<file path="src/rtl/calc_frame_rx.sv">
// -----------------------------------------------------------------------------
// calc_frame_rx
//
// Serial frame receiver for the binary calculator's shift-register transmitter.
// Deserialises 32-bit frames (MSB first), taking one bit on each rising edge of
// the CLK-synchronous divided clock CLK_Tx while D_OUT_VALID is high. Each
// completed frame is unpacked into operand/result/selector/flag fields and
// held behind a valid/ack interface. Short frames, extra bits and unacknowledged
// frame overwrites are reported.
//
// Ports:
//   CLK          in   system clock (also clocks transmitter and divider)
//   RESET        in   synchronous, active-high reset
//   D_OUT        in   serial data from the transmitter
//   D_OUT_VALID  in   transmitter frame-active flag
//   CLK_Tx       in   divided transmit clock level; bits taken on its rising edge
//   FRAME_ACK    in   consumer acknowledges the held frame
//   FRAME_VALID  out  a complete frame is held on the field outputs
//   RX_A         out  frame[31:24]
//   RX_B         out  frame[23:16]
//   RX_RESULT    out  frame[15:8]
//   RX_SEL       out  frame[7:4]
//   RX_FLAGS     out  frame[3:0]
//   ERR_SHORT    out  one-cycle pulse: frame ended before 32 bits
//   ERR_LONG     out  one-cycle pulse per extra bit after the 32nd
//   OVERRUN      out  sticky: a frame completed while the previous was unacked
//   FRAME_CNT    out  good-frame counter (wraps at 16 bits)
//
// Build option:
//   CALC_FRAME_RX_CNT_EN  defined   -> FRAME_CNT counts completed frames
//                         undefined -> no counter flops, FRAME_CNT = 16'h0000
// -----------------------------------------------------------------------------
module calc_frame_rx #(
  parameter int FRAME_W = 32
) (
  input  logic        CLK,
  input  logic        RESET,
  input  logic        D_OUT,
  input  logic        D_OUT_VALID,
  input  logic        CLK_Tx,
  input  logic        FRAME_ACK,
  output logic        FRAME_VALID,
  output logic [7:0]  RX_A,
  output logic [7:0]  RX_B,
  output logic [7:0]  RX_RESULT,
  output logic [3:0]  RX_SEL,
  output logic [3:0]  RX_FLAGS,
  output logic        ERR_SHORT,
  output logic        ERR_LONG,
  output logic        OVERRUN,
  output logic [15:0] FRAME_CNT
);

  localparam logic [1:0] S_IDLE = 2'd0;
  localparam logic [1:0] S_RECV = 2'd1;
  localparam logic [1:0] S_WAIT = 2'd2;

  logic [1:0]         r_state;
  logic [5:0]         r_bit_cnt;
  logic [FRAME_W-1:0] r_shreg;
  logic               r_ctx_q;

  logic               r_frame_valid;
  logic [7:0]         r_rx_a;
  logic [7:0]         r_rx_b;
  logic [7:0]         r_rx_result;
  logic [3:0]         r_rx_sel;
  logic [3:0]         r_rx_flags;
  logic               r_err_short;
  logic               r_err_long;
  logic               r_overrun;

  logic               w_bit_stb;
  logic               w_last_bit;
  logic               w_done;
  logic [FRAME_W-1:0] w_frame_next;

  // A rising CLK_Tx only counts as a bit while the transmitter is active.
  assign w_bit_stb    = CLK_Tx & ~r_ctx_q & D_OUT_VALID;
  assign w_frame_next = {r_shreg[FRAME_W-2:0], D_OUT};
  assign w_last_bit   = (r_bit_cnt == 6'(FRAME_W - 1));
  assign w_done       = (r_state == S_RECV) && w_bit_stb && w_last_bit;

  always_ff @(posedge CLK) begin
    if (RESET) begin
      r_state       <= S_IDLE;
      r_bit_cnt     <= '0;
      r_shreg       <= '0;
      r_ctx_q       <= 1'b0;
      r_frame_valid <= 1'b0;
      r_rx_a        <= '0;
      r_rx_b        <= '0;
      r_rx_result   <= '0;
      r_rx_sel      <= '0;
      r_rx_flags    <= '0;
      r_err_short   <= 1'b0;
      r_err_long    <= 1'b0;
      r_overrun     <= 1'b0;
    end else begin
      r_ctx_q     <= CLK_Tx;
      r_err_short <= 1'b0;
      r_err_long  <= 1'b0;

      case (r_state)
        S_IDLE: begin
          if (w_bit_stb) begin
            r_shreg   <= w_frame_next;
            r_bit_cnt <= 6'd1;
            r_state   <= S_RECV;
          end
        end
        S_RECV: begin
          // Count is always below 32 here, so losing valid is always short.
          if (!D_OUT_VALID) begin
            r_err_short <= 1'b1;
            r_shreg     <= '0;
            r_bit_cnt   <= '0;
            r_state     <= S_IDLE;
          end else if (w_bit_stb) begin
            r_shreg   <= w_frame_next;
            r_bit_cnt <= r_bit_cnt + 6'd1;
            if (w_last_bit) begin
              r_state <= S_WAIT;
            end
          end
        end
        S_WAIT: begin
          if (!D_OUT_VALID) begin
            r_bit_cnt <= '0;
            r_state   <= S_IDLE;
          end else if (w_bit_stb) begin
            r_err_long <= 1'b1;
          end
        end
        default: begin
          r_state <= S_IDLE;
        end
      endcase

      // Completion wins over ack: a frame landing in the ack cycle stays valid.
      if (w_done) begin
        r_rx_a        <= w_frame_next[31:24];
        r_rx_b        <= w_frame_next[23:16];
        r_rx_result   <= w_frame_next[15:8];
        r_rx_sel      <= w_frame_next[7:4];
        r_rx_flags    <= w_frame_next[3:0];
        r_frame_valid <= 1'b1;
        if (r_frame_valid && !FRAME_ACK) begin
          r_overrun <= 1'b1;
        end
      end else if (FRAME_ACK) begin
        r_frame_valid <= 1'b0;
      end
    end
  end

`ifdef CALC_FRAME_RX_CNT_EN
  logic [15:0] r_frame_cnt;

  always_ff @(posedge CLK) begin
    if (RESET) begin
      r_frame_cnt <= '0;
    end else if (w_done) begin
      r_frame_cnt <= r_frame_cnt + 16'd1;
    end
  end

  assign FRAME_CNT = r_frame_cnt;
`else
  assign FRAME_CNT = 16'h0000;
`endif

  assign FRAME_VALID = r_frame_valid;
  assign RX_A        = r_rx_a;
  assign RX_B        = r_rx_b;
  assign RX_RESULT   = r_rx_result;
  assign RX_SEL      = r_rx_sel;
  assign RX_FLAGS    = r_rx_flags;
  assign ERR_SHORT   = r_err_short;
  assign ERR_LONG    = r_err_long;
  assign OVERRUN     = r_overrun;

endmodule

</file>
<file path="config.mk">
export PLATFORM = sky130hd
export DESIGN_NAME = calc_frame_rx
export DESIGN_NICKNAME = d
export VERILOG_FILES = /design/src/rtl/calc_frame_rx.sv
export SDC_FILE = /design/constraint.sdc
export NUM_CORES = 1
export LEC_CHECK = 0
export CAP_MARGIN = 20
export CORE_UTILIZATION = 46
export CTS_CLUSTER_DIAMETER = 80
export DETAILED_ROUTE_END_ITERATION = 16
export PLACE_DENSITY = 0.74
export SLEW_MARGIN = 20
export SYNTH_ARGS = -nofsm -noshare
export SYNTH_HDL_FRONTEND = slang
export SYNTH_SLANG_ARGS = --single-unit
</file>
<file path="constraint.sdc">
create_clock -name CLK -period 2.1 [get_ports CLK]
set_clock_uncertainty 0.2 [all_clocks]
set_input_delay 0.42 -clock CLK [delete_from_list [all_inputs] [get_ports CLK]]
set_output_delay 0.42 -clock CLK [all_outputs]
set_load 0.02 [all_outputs]
</file>
==> summary.txt, run 1 <==
Min path
  – Cells on Worst Hold Path: 2
  – Hold Path End: RX_A[7]
  – Worst Hold Class: reg2reg
  – HP Start: r_shreg[30]

Synthesis
  – Yosys warns: 0
  – Async set or reset register ratio after synthesis: 0%
  – Post-synthesis adder-cell area fraction: 2.51%
  – Synth Area in XOR/XNOR: 0%
  – Post-synthesis instance area: 2990 um^2
  – Compound-Gate Fraction of Synth Area: 14.8%
  – Main combinational cell family by area after synthesis: simple AND/OR/NAND/NOR gates
  – Sequential area share after synthesis: 50.9%
  – Cells after synthesis: 373
  – Synth Area in Simple Gates: 22.4%
  – Post-synthesis mux area share: 0.669%
  – Dominant synthesized flop cell: dfxtp_1
  – Flops & latches, synth: 76
  – Mean Syn Cell Area: 8.02 um^2
  – Netlist cell types: 34
  – EDFF count, synth: 0

Place
  – Final HPWL DP: 3950 um
  – Port buffer count: 41
  – GPL Wtd Cong: 0.758
  – Post-Place Cell Area: 3510 um^2

Critical path
  – Crit path kind: reg2reg
  – CP Max Fanout: 6
  – Startpoint Class: register
  – Reg-to-Reg Start: r_state[1]
  – Crit path DAT: 2140 ps
  – Critical Path Sink Type: register
  – CP required: 2180 ps
  – R2R Path End: r_bit_cnt[3]
  – Worst R2R Setup Slack: 40 ps
  – Worst r2r path cells: 6

Timing
  – # setup viols final: 0
  – Slew Viols, Final: 0
  – Peak Freq: 0.485 GHz
  – Tcrit/Tclk final: 98.1%
  – Final Hold Vio Count: 0
  – Fin crit period: 2060 ps
  – Unrepaired setup endpoints after global routing: true
  – Setup TNS: 0 ps
  – Fin Hold WS: 256 ps

Clock network
  – CTS tree: built
  – Clock slew at reported path FFs: 70 ps
  – Clock Sinks: 76
  – Clock Path Buffers: 2
  – Root buf cell: clkbuf_8
  – CTS buffer count: 9
  – Worst-Skew Late Latency: 340 ps
  – CTS Hold Buffers Added: 0
  – CTS H-tree depth: 3

Power and ir drop
  – Cell Pwr Density: 768 nW/um^2
  – Leak Pwr: 1.30 nW
  – Total power: 2.88 mW
  – Int Pwr: 2.17 mW
  – Sw Share: 24.8%
  – Clock share of power: 37.5%
  – Sequential power share: 51.1%
  – Worst VDD drop: 0.000425 V
  – NetSw: 715 uW
  – Logic pwr share: 11.4%

Layout
  – Layout area overhead: 25.4%
  – Final core utilization: 59.4%
  – Commonest non-fill, non-tap cells in the layout: 128 x nand2_1, 74 x dfxtp_1, 68 x a21oi_1, 41 x clkdlybuf4s50_1, 19 x buf_4
  – Commonest non-fill, non-tap cell in the layout: nand2_1
  – Nets: 433
  – Antenna diodes: 0
  – Final Cell Area: 3750 um^2
  – Share of layout cells above drive strength 1: 12.2%

Detailed routing
  – DRT Wirelength: 6000 um
  – Vias: 2524
  – Via/cell ratio: 5.03
  – DR pass1 iterations: 4
  – Drt wl/cell: 12.0 um
  – Routed Antenna Nets: 0
  – Iter 0 DRT Violations: 127
  – Remaining DRCs: 0

Floorplanning
  – Die footprint: 6830 um^2
  – Core area: 6310 um^2
  – Die Width: 82.6 um
  – Starting density of the core: 47.4%
  – IO Pins: 58
  – Die height: 82.6 um
  – Number of cell rows: 29

Flow run
  – Max-cap violations: 0

GRT
  – Vias in the first global route: 2146
  – Antenna violations before repair: 0
  – Largest net degree at the start of global routing: 32
  – Grt ovf: 0
  – All-Layer GR Usage: 18.4%
  – First-pass GRT wire length: 9550 um

Run status
  – Status: finished clean
worst max path at each step:
stage                 from           end  slack, ps
6_report        r_state[1]  r_bit_cnt[3]         40
2_1_floorplan   r_state[1]  r_bit_cnt[3]         10
3_3_place_gp        CLK_Tx       OVERRUN       -270
5_1_grt         r_state[1]  r_bit_cnt[3]        -30
3_5_place_dp   D_OUT_VALID  r_bit_cnt[5]       -310
4_1_cts         r_state[0]  r_bit_cnt[2]         20
power groups by stage:
stage                     logic, mW  registers (mW)  clock network (mW)
after global routing          0.365            1.47                1.16
after floorplan               0.235            1.50                   0
after detailed placement      0.306            1.50                   0
after global placement        0.303            1.50                   0
after CTS                     0.309            1.47                1.11
final                         0.327            1.47                1.08
sequential cells by signal, indices dropped and copies added (netlist names):
signal	count
r_shreg	31
RX_A	8
RX_B	8
RX_RESULT	8
r_bit_cnt	6
RX_FLAGS	4
RX_SEL	4
r_state	2
ERR_LONG	1
ERR_SHORT	1
FRAME_VALID	1
OVERRUN	1
r_ctx_q	1
kinds of logic (layout without fill, tap and decap cells):
logic type	Yosys count	in the layout
AOI/OAI and AO/OA	83	83
adders and majority gates	6	6
other	1	16
DFF	76	76
muxes	2	2
buffers and inverters	46	83
and+or+nand+nor	159	159
stage by stage:
step           std cells  setup WS, ps
2_1_floorplan        388          11.4
3_3_place_gp         484          -267
3_5_place_dp         484          -313
4_1_cts              499          21.1
5_1_grt              502         -26.8
6_report             502          39.6
cell usage after synthesis (2+ instances only):
library cell / number / share of area (%)
a21oi_1: 70 / 12
and3_1: 2 / 0.42
buf_2: 3 / 0.50
buf_4: 16 / 4.0
buf_6: 3 / 1.1
clkbuf_1: 20 / 2.5
dfxtp_1: 76 / 51
ha_1: 6 / 2.5
inv_1: 4 / 0.50
mux2i_1: 2 / 0.67
nand2_1: 128 / 16
nand2b_1: 6 / 1.3
nand3_1: 3 / 0.50
nor2_1: 8 / 1.0
o21ai_0: 4 / 0.67
o22ai_1: 2 / 0.42
or3_1: 2 / 0.42
or4_1: 2 / 0.50
per-layer routing:
layer  vias to the layer above  GRT usage, %  share of wire, %
li1                       1282             -                 -
met1                      1179          22.8                46
met2                        55          30.6                48
met3                         8          4.51               4.2
met4                         0          7.24               1.5
met5                         -             0                 0
worst max-delay path, cell delays in order, from the launching register on:
cell	delay, ps
dfxtp_4	370
inv_2	50
ha_2	170
a21o_1	180
a211o_1	360
or4b_4	560
a21oi_2	120
timing repair:
| action | CTS | global route |
|---|---|---|
| setup endpoints to repair | 4 | 25 |
| cloned | 0 | 0 |
| gates resized for setup | 1 | 9 |
| buffers inserted | 0 | 3 |
| pin swaps | 1 | 5 |
final cells by class:
class / instances / area [um^2]
Sequential cell: 76 / 1530
Clock buffer: 11 / 141
Inverter: 4 / 15.0
Multi-Input combinational cell: 266 / 1290
Timing Repair Buffer: 64 / 624
Clock inverter: 4 / 50.0
Tap cell: 77 / 96.3
Fill cell: 573 / 2560
No activity file was read; power rests on OpenSTA's default activity.
==> run 2, diff against run 1 <==
- CORE_MARGIN: not set -> 2
==> summary.txt, run 2 (synthesized netlist as in run 1, its figures left out) <==
Critical path
  – Max stage delay on crit path: 530 ps (-30 ps)
  – Crit path kind: in2reg
  – Worst R2R Setup Slack: 70 ps (+30 ps)
  – Crit path DAT: 2110 ps (-30 ps)
  – CP required: 2170 ps (about the same)
  – Critical Path Sink Type: register
  – Cell chain of the critical path: clkdlybuf4s50_1 -> nor4bb_2 -> buf_4 -> and4_2 -> clkbuf_4 -> nand2_1 -> a21oi_1
  – CP bufs+invs: 3 (+2)
  – Largest delay contributor family on the critical path: buffers and inverters
  – Slowest-stage cell, CP: clkdlybuf4s50_1
  – CP Max Fanout: 8 (+2)
  – Startpoint Class: input pin

Power and ir drop
  – Int Pwr: 2.05 mW (-5.3%)
  – Total power: 2.75 mW (-4.6%)
  – NetSw: 698 uW (-2.4%)
  – Clock share of power: 33.8% (-3.7 points)
  – Sw Share: 25.4% (+0.55 points)
  – Cell Pwr Density: 734 nW/um^2 (-4.5%)
  – Worst VDD drop: 0.000436 V (+2.6%)
  – Leak Pwr: 1.31 nW (+0.34%)
  – Sequential power share: 53.5% (+2.4 points)
  – Logic pwr share: 12.8% (+1.4 points)

Floorplanning
  – Starting density of the core: 47.4% (unchanged)
  – IO Pins: 58 (unchanged)
  – Die height: 84.6 um (+2.4%)
  – Core area: 6310 um^2 (unchanged)
  – Number of cell rows: 29 (unchanged)
  – Die footprint: 7160 um^2 (+4.9%)
  – Die Width: 84.6 um (+2.4%)

GRT
  – Antenna violations before repair: 0 (unchanged)
  – Grt ovf: 0 (unchanged)
  – Largest net degree at the start of global routing: 33 (+3.1%)
  – All-Layer GR Usage: 18.0% (-0.39 points)
  – First-pass GRT wire length: 10500 um (+9.5%)
  – Vias in the first global route: 2294 (+6.9%)

Layout
  – Commonest non-fill, non-tap cells in the layout: 128 x nand2_1, 74 x dfxtp_1, 70 x a21oi_1, 41 x clkdlybuf4s50_1, 18 x buf_4
  – Share of layout cells above drive strength 1: 11.7% (-0.50 points)
  – # fillers: 567 (-1.0%)
  – Reg with most FFs: r_shreg
  – Nets: 436 (+0.69%)
  – Antenna diodes: 0 (unchanged)
  – Layout Cells excl Fill: 503 (+0.20%)
  – Commonest non-fill, non-tap cell in the layout: nand2_1
  – Layout area overhead: 25.3%
  – Final core utilization: 59.4% (-0.060 points)
  – Max reg flops: 31 (unchanged)

Timing
  – Fin crit period: 2040 ps (-25.1 ps)
  – Final Hold Vio Count: 0 (unchanged)
  – Slew Viols, Final: 0 (unchanged)
  – # setup viols final: 0 (unchanged)
  – Setup TNS: 0 ps (unchanged)
  – Fin Hold WS: 257 ps (+0.588 ps)
  – Tcrit/Tclk final: 96.9% (-1.2 points)
  – Unrepaired setup endpoints after global routing: true
  – Peak Freq: 0.491 GHz (+1.2%)

Clock network
  – Worst-Skew Late Latency: 350 ps (about the same)
  – Clock slew at reported path FFs: 70 ps (about the same)
  – CTS buffer count: 9 (unchanged)
  – CTS tree: built
  – Post-CTS Setup Repair Bufs: 0 (unchanged)
  – Clock Path Buffers: 2 (unchanged)
  – CTS H-tree depth: 3 (unchanged)
  – Root buf cell: clkbuf_8
  – CTS Hold Buffers Added: 0 (unchanged)
  – Clock Sinks: 76 (unchanged)

Detailed routing
  – Via/cell ratio: 5.12 (+1.9%)
  – DR pass1 iterations: 4 (unchanged)
  – Drt wl/cell: 12.7 um (+6.1%)
  – Remaining DRCs: 0 (unchanged)
  – Iter 0 DRT Violations: 189 (+49%)
  – Routed Antenna Nets: 0 (unchanged)
  – Vias: 2576 (+2.1%)
  – DRT Wirelength: 6380 um (+6.3%)

Place
  – GPL Wtd Cong: 0.798 (+5.3%)
  – Final HPWL DP: 4310 um (+9.0%)
  – Post-placement cell count: 489 (+1.0%)
  – Port buffer count: 41 (unchanged)

Run status
  – Status: finished clean

Flow run
  – Max-cap violations: 0 (unchanged)

Min path
  – Worst Hold Class: reg2reg
run 2: changes by cell type in the layout (fill, tap and decap cells not counted), moves of 2 or more:
cell | previous run | this run
a21oi_2 | 2 | 0
dfxtp_2 | 0 | 2
clkinvlp_4 | 2 | 0
dfxtp_4 | 2 | 0
buf_6 | 1 | 3
a21oi_1 | 68 | 70
run 2: worst paths after layout:
| check | startpoint | endpoint | cells past startpoint |
|---|---|---|---|
| worst max-delay path | CLK_Tx | RX_SEL[1] | 7 |
| worst min-delay path | RX_B[0] | RX_B[0] | 2 |
| worst max register to register | r_state[1] | r_bit_cnt[5] | 6 |
| worst min register to register | RX_B[0] | RX_B[0] | 2 |
run 2: power groups by stage:
stage	combinational (mW)	sequential [mW]	clock, mW
5_1_grt	0.387	1.47	1.01
2_1_floorplan	0.235	1.50	0
6_report	0.351	1.47	0.928
4_1_cts	0.343	1.47	0.953
3_3_place_gp	0.332	1.50	0
3_5_place_dp	0.342	1.50	0
run 2: layout make-up:
class / instances / area, um^2 / share of cell area (%)
Timing Repair Buffer: 67 / 667 / 17.8
Tap cell: 77 / 96.3 / 2.57
Sequential cell: 76 / 1520 / 40.7
Clock buffer: 11 / 141 / 3.77
Inverter: 4 / 15.0 / 0.401
Multi-Input combinational cell: 266 / 1290 / 34.4
Clock inverter: 2 / 13.8 / 0.367
run 2: routing by layer:
layer  GRT usage, %  vias to the layer above  wire (um)
met4           8.80                        0        124
li1               -                     1282          -
met5              0                        -          0
met2           30.0                       67       3120
met3           3.83                       11        287
met1           22.1                     1216       2850
run 2: tightest hold or removal path, delay by kind of cell, from the launching register on:
kind               cells  cell delay [ps]
and+or+nand+nor        1               50
AOI/OAI and AO/OA      1               50
DFF                    1              310
run 2: metrics by stage:
stage                     area (um^2)  setup slack, ps
final                            3750             64.7
after global routing             3750            -30.6
after CTS                        3710             25.5
after detailed placement         3560             -298
after global placement           3560             -282
after floorplan                  3050             11.4
run 2: repair_timing:
item	CTS	global route
pin swaps	1	2
setup endpoints to repair	1	38
resized for setup	0	8
endpoints found under the hold margin	0	0
cloned	0	1
